$ cat src/rtl/shared_gate_arbiter.sv
// Arbitrates NREQ requesters onto one shared 2-input AND gate, holds operands for SETTLE cycles, returns the result.
// Optional build macro: SHARED_GATE_FIXED_PRIO_EN selects fixed lowest-index priority instead of round-robin.
module shared_gate_arbiter #(
    parameter int NREQ   = 4,
    parameter int SETTLE = 2
) (
    input  logic            clock,
    input  logic            reset,
    input  logic [NREQ-1:0] req,
    input  logic [NREQ-1:0] in1_bus,
    input  logic [NREQ-1:0] in2_bus,
    output logic            gate_in1,
    output logic            gate_in2,
    input  logic            gate_out,
    output logic [NREQ-1:0] grant,
    output logic            done,
    output logic            result,
    output logic            busy
);

    localparam int PW = (NREQ > 1) ? $clog2(NREQ) : 1;
    localparam int CW = $clog2(SETTLE + 1);
    localparam logic [CW-1:0] CNT_LOAD = CW'(SETTLE);
    localparam logic [CW-1:0] CNT_ONE  = CW'(1);

    typedef enum logic [1:0] {
        ST_IDLE = 2'd0,
        ST_HOLD = 2'd1,
        ST_DONE = 2'd2
    } state_t;

    state_t            state_r;
    state_t            state_nxt_s;
    logic [CW-1:0]     cnt_r;
    logic [NREQ-1:0]   grant_r;
    logic              gate_in1_r;
    logic              gate_in2_r;
    logic              result_r;
    logic              done_r;
    logic              busy_s;
    logic              win_valid_s;
    logic [PW-1:0]     win_idx_s;
    logic [PW-1:0]     lo_idx_s;
    logic [NREQ-1:0]   win_onehot_s;

    // Lowest set request index over the whole vector
    always_comb begin
        lo_idx_s = {PW{1'b0}};
        for (int i = NREQ - 1; i >= 0; i--) begin
            lo_idx_s = req[i] ? PW'(i) : lo_idx_s;
        end
    end

`ifdef SHARED_GATE_FIXED_PRIO_EN

    // Fixed priority: lowest index always wins
    always_comb begin
        win_valid_s = |req;
        win_idx_s   = lo_idx_s;
    end

`else

    logic [PW-1:0]   ptr_r;
    logic [PW-1:0]   win_r;
    logic [NREQ-1:0] hi_s;
    logic [PW-1:0]   hi_idx_s;

    // Round-robin: first request at or above the pointer, else wrap to the lowest request
    always_comb begin
        hi_s     = {NREQ{1'b0}};
        hi_idx_s = {PW{1'b0}};
        for (int i = 0; i < NREQ; i++) begin
            hi_s[i] = req[i] & (PW'(i) >= ptr_r);
        end
        for (int i = NREQ - 1; i >= 0; i--) begin
            hi_idx_s = hi_s[i] ? PW'(i) : hi_idx_s;
        end
        win_valid_s = |req;
        if (|hi_s) begin
            win_idx_s = hi_idx_s;
        end else begin
            win_idx_s = lo_idx_s;
        end
    end

    // Winner memory and pointer advance once the transaction retires
    always_ff @(posedge clock or posedge reset) begin
        if (reset) begin
            ptr_r <= {PW{1'b0}};
            win_r <= {PW{1'b0}};
        end else begin
            if ((state_r == ST_IDLE) && win_valid_s) begin
                win_r <= win_idx_s;
            end else begin
                win_r <= win_r;
            end
            if (state_r == ST_DONE) begin
                if (win_r == PW'(NREQ - 1)) begin
                    ptr_r <= {PW{1'b0}};
                end else begin
                    ptr_r <= win_r + PW'(1);
                end
            end else begin
                ptr_r <= ptr_r;
            end
        end
    end

`endif

    // One-hot form of the selected winner
    always_comb begin
        win_onehot_s            = {NREQ{1'b0}};
        win_onehot_s[win_idx_s] = 1'b1;
    end

    // State register
    always_ff @(posedge clock or posedge reset) begin
        if (reset) begin
            state_r <= ST_IDLE;
        end else begin
            state_r <= state_nxt_s;
        end
    end

    // Next-state logic
    always_comb begin
        state_nxt_s = state_r;
        case (state_r)
            ST_IDLE: begin
                if (win_valid_s) begin
                    state_nxt_s = ST_HOLD;
                end else begin
                    state_nxt_s = ST_IDLE;
                end
            end
            ST_HOLD: begin
                if (cnt_r == CNT_ONE) begin
                    state_nxt_s = ST_DONE;
                end else begin
                    state_nxt_s = ST_HOLD;
                end
            end
            ST_DONE: state_nxt_s = ST_IDLE;
            default: state_nxt_s = ST_IDLE;
        endcase
    end

    // Grant, operand hold, settle counter and result capture
    always_ff @(posedge clock or posedge reset) begin
        if (reset) begin
            grant_r    <= {NREQ{1'b0}};
            gate_in1_r <= 1'b0;
            gate_in2_r <= 1'b0;
            cnt_r      <= {CW{1'b0}};
            result_r   <= 1'b0;
            done_r     <= 1'b0;
        end else begin
            case (state_r)
                ST_IDLE: begin
                    if (win_valid_s) begin
                        grant_r    <= win_onehot_s;
                        gate_in1_r <= in1_bus[win_idx_s];
                        gate_in2_r <= in2_bus[win_idx_s];
                        cnt_r      <= CNT_LOAD;
                    end else begin
                        grant_r    <= {NREQ{1'b0}};
                        gate_in1_r <= 1'b0;
                        gate_in2_r <= 1'b0;
                        cnt_r      <= {CW{1'b0}};
                    end
                    done_r <= 1'b0;
                end
                ST_HOLD: begin
                    cnt_r <= cnt_r - CNT_ONE;
                    if (cnt_r == CNT_ONE) begin
                        result_r <= gate_out;
                        done_r   <= 1'b1;
                    end else begin
                        done_r   <= 1'b0;
                    end
                end
                ST_DONE: begin
                    grant_r    <= {NREQ{1'b0}};
                    gate_in1_r <= 1'b0;
                    gate_in2_r <= 1'b0;
                    done_r     <= 1'b0;
                    cnt_r      <= {CW{1'b0}};
                end
                default: begin
                    grant_r    <= {NREQ{1'b0}};
                    gate_in1_r <= 1'b0;
                    gate_in2_r <= 1'b0;
                    done_r     <= 1'b0;
                    cnt_r      <= {CW{1'b0}};
                end
            endcase
        end
    end

    // Output decode from the state register
    always_comb begin
        busy_s = (state_r != ST_IDLE);
    end

    assign grant    = grant_r;
    assign gate_in1 = gate_in1_r;
    assign gate_in2 = gate_in2_r;
    assign result   = result_r;
    assign done     = done_r;
    assign busy     = busy_s;

endmodule

$ cat config.mk
export PLATFORM = sky130hd
export DESIGN_NAME = shared_gate_arbiter
export DESIGN_NICKNAME = d
export VERILOG_FILES = /design/src/rtl/shared_gate_arbiter.sv
export SDC_FILE = /design/constraint.sdc
export NUM_CORES = 1
export LEC_CHECK = 0
export CORE_MARGIN = 4
export CORE_UTILIZATION = 35
export DETAILED_ROUTE_END_ITERATION = 16
export SLEW_MARGIN = 20
export SYNTH_ARGS = -nofsm -noshare
export SYNTH_HDL_FRONTEND = slang
export SYNTH_SLANG_ARGS = --single-unit
$ cat constraint.sdc
create_clock -name clock -period 4.05 [get_ports clock]
set_input_delay 0.405 -clock clock [delete_from_list [all_inputs] [get_ports clock]]
set_output_delay 0.405 -clock clock [all_outputs]
set_load 0.05 [all_outputs]
==> results_dict.tcl <==
set metrics [dict create \
    status "completed" \
    ys.flop_type "dfrtp_1" \
    min_period_ps 2180 \
    hold_path_class "flip-flop to flip-flop" \
    crit_fanout 7 \
    hold_violations 0 \
    cap_violations 0 \
    preCtsSetupSlack_ps 1550 \
    htreeDepth 1 \
    r2r_slack_ps 2170 \
    yosysMostFrequentCell "dfrtp_1" \
    startpoint_type "primary input" \
    ys_seq_elements 16 \
    netlist_top_cells_count "dfrtp_1 (16), inv_1 (5), nand2_1 (5)" \
    syn2layout_area_growth_pct 35.9 \
    avgViaCountPerCell 4.92 \
    final.fill_count 190 \
    skew_ps 10.2 \
    overflow 0 \
    irDropWorstVdd_mv 0.370 \
    final.period_utilization_pct 53.9 \
    cts_root_buf "clkbuf_4" \
    die_h_um 55.4 \
    cts_resized 0 \
    synthArstFlopShare_pct 100 \
    dp_cells 117 \
    drc 0 \
    postCtsSetupBuffers 0 \
    num_vias 590 \
    cts.sinks 16 \
    p_leak_uw 0.000484 \
    clkLatencyLatePin_ps 280 \
    cts_tree "yes" \
    synth.largest_area_cell "dfrtp_1" \
    num_rows 16 \
    grt_pass1_wl_um 2950 \
    layout_setup_ws_ps 1870 \
    wl_per_cell_um 14.1 \
    cp.required_ps 4230 \
    synth_edf_count 0 \
    core_area_um2 2040 \
    drt_first_pass_iters 2 \
    cts.hold.buffers_added 0 \
    first_global_vias 624 \
    powerDensity_nw_per_um2 766 \
    ant_nets 0 \
    synthesis.area_um2 787 \
    synth_nets 85 \
    synthCells 68 \
    die-area_um2 3070 \
    end_kind "flip-flop" \
    path_class "primary input to flip-flop" \
    io_pins 24 \
    p_total_uw 819 \
    drive_gt1_share_pct 17.2 \
    clk_pin_slew_worst_paths_ps 90 \
    cts_buffers 3 \
    fmax_ghz 0.458 \
    dp.final_hpwl_um 1360 \
    antenna_found_initial 0 \
    cp.arrival_ps 2360 \
    synth_top_area_share_pct 50.9 \
    num-nets-final 112 \
    setup_viol 0 \
    tightest_slew_ps 614 \
    relSlewSlack_pct 59.0 \
    drv_slew 0 \
    portBuffers 23 \
    fin_setup_tns_ps 0 \
    rsz0062_at_grt "no" \
    yosysWarnings 0 \
    avgSynthCellArea_um2 11.6 \
    seq_area_frac_synth_pct 50.9 \
    netlist_top_cells_area "dfrtp_1 (51%), mux2_2 (5.7%), a2111oi_4 (3.5%), and2_1 (3.2%), ha_1 (3.2%)" \
    drt_wl_total_um 1690 \
    fp.dieW_um 55.4 \
    place_congestion 0.663 \
    stdcell_count 120 \
    n_antenna_cell 0 \
    grt_use_total_pct 12.3 \
    drtIter0Drc 2 \
    ys_types 25 \
    clk_path_buf_depth 2 \
    grt_start_max_net_pins 17 \
    start_util_pct 38.5 \
]
==> cell type report <==
class	count	area [um^2]	share of cell area (%)
Tap cell	27	33.8	3.16
Clock buffer	3	22.5	2.11
Sequential cell	16	400	37.4
Inverter	5	18.8	1.75
Timing Repair Buffer	23	230	21.5
Multi-Input combinational cell	46	364	34.0
==> state kept, by name (all words and copies together) (netlist names) <==
register  cells
result        1
state_r       2
cnt_r         2
done          1
ptr_r         2
gate_in2      1
gate_in1      1
grant         4
win_r         2
==> per-layer routing <==
metal	wire [um]	up-vias	track usage (%)	part of all wire, %
li1	-	295	-	-
met1	752	281	14.9	44
met2	853	14	20.4	50
met3	85	0	5.13	5.0
met4	0	0	2.08	0
met5	0	-	0	0
==> kinds of logic after synthesis <==
kind of cell             share of synthesized area [%]
AO/OA/AOI/OAI                                     20.5
adder cells (fa/ha/maj)                           3.18
buffers and inverters                             2.86
AND/OR/NAND/NOR                                   14.0
flip-flops                                        50.9
multiplexers                                      8.58
==> power by group <==
group	total (uW)	internal [uW]	switching, uW
clock	81.0	34.5	46.5
sequential	277	231	46.0
combinational	461	191	271
total	819	456	363
==> path summary, 6_finish.rpt <==
path | depth (start not counted) | from | end
hold / removal | 1 | cnt_r[0]$_DFF_PP0_ | cnt_r[0]$_DFF_PP0_
max in group asynchronous | 2 | reset | win_r[1]$_DFFE_PP0P_
setup / recovery | 6 | req[0] | gate_in2$_DFFE_PP0N_
setup reg to reg | 5 | ptr_r[0]$_DFFE_PP0N_ | gate_in2$_DFFE_PP0N_
hold reg to reg | 1 | cnt_r[0]$_DFF_PP0_ | cnt_r[0]$_DFF_PP0_
min in group asynchronous | 2 | reset | cnt_r[0]$_DFF_PP0_
==> critical path, cell delays in order <==
cell and delay, ps:
clkdlybuf4s50_1 540, nor2b_1 310, a2111oi_4 90, nor2_2 320, mux2_1 360, a221o_1 340
==> per-stage QoR <==
step                hold WS [ps]  utilization [%]  area (um^2)
CTS                          443             52.4         1070
global placement             424             51.3         1050
global route                 486             52.4         1070
detailed placement           423             51.3         1050
finish                       442             52.4         1070
floorplan                    319                -          787
==> layout by cell type, fill, tap and decap left out, drive strengths merged <==
master,n
nand2b,2
a21o,2
dfrtp,16
inv,5
or2,2
o21ai,4
a221o,2
o21bai,1
a2111oi,1
and3b,1
a221oi,1
nor2b,2
a21oi,2
clkbuf,3
and2,4
o31ai,1
nor2,4
ha,2
clkdlybuf4s50,23
a22o,4
mux2,6
nand2,5
(Power assumes the default switching activity.)
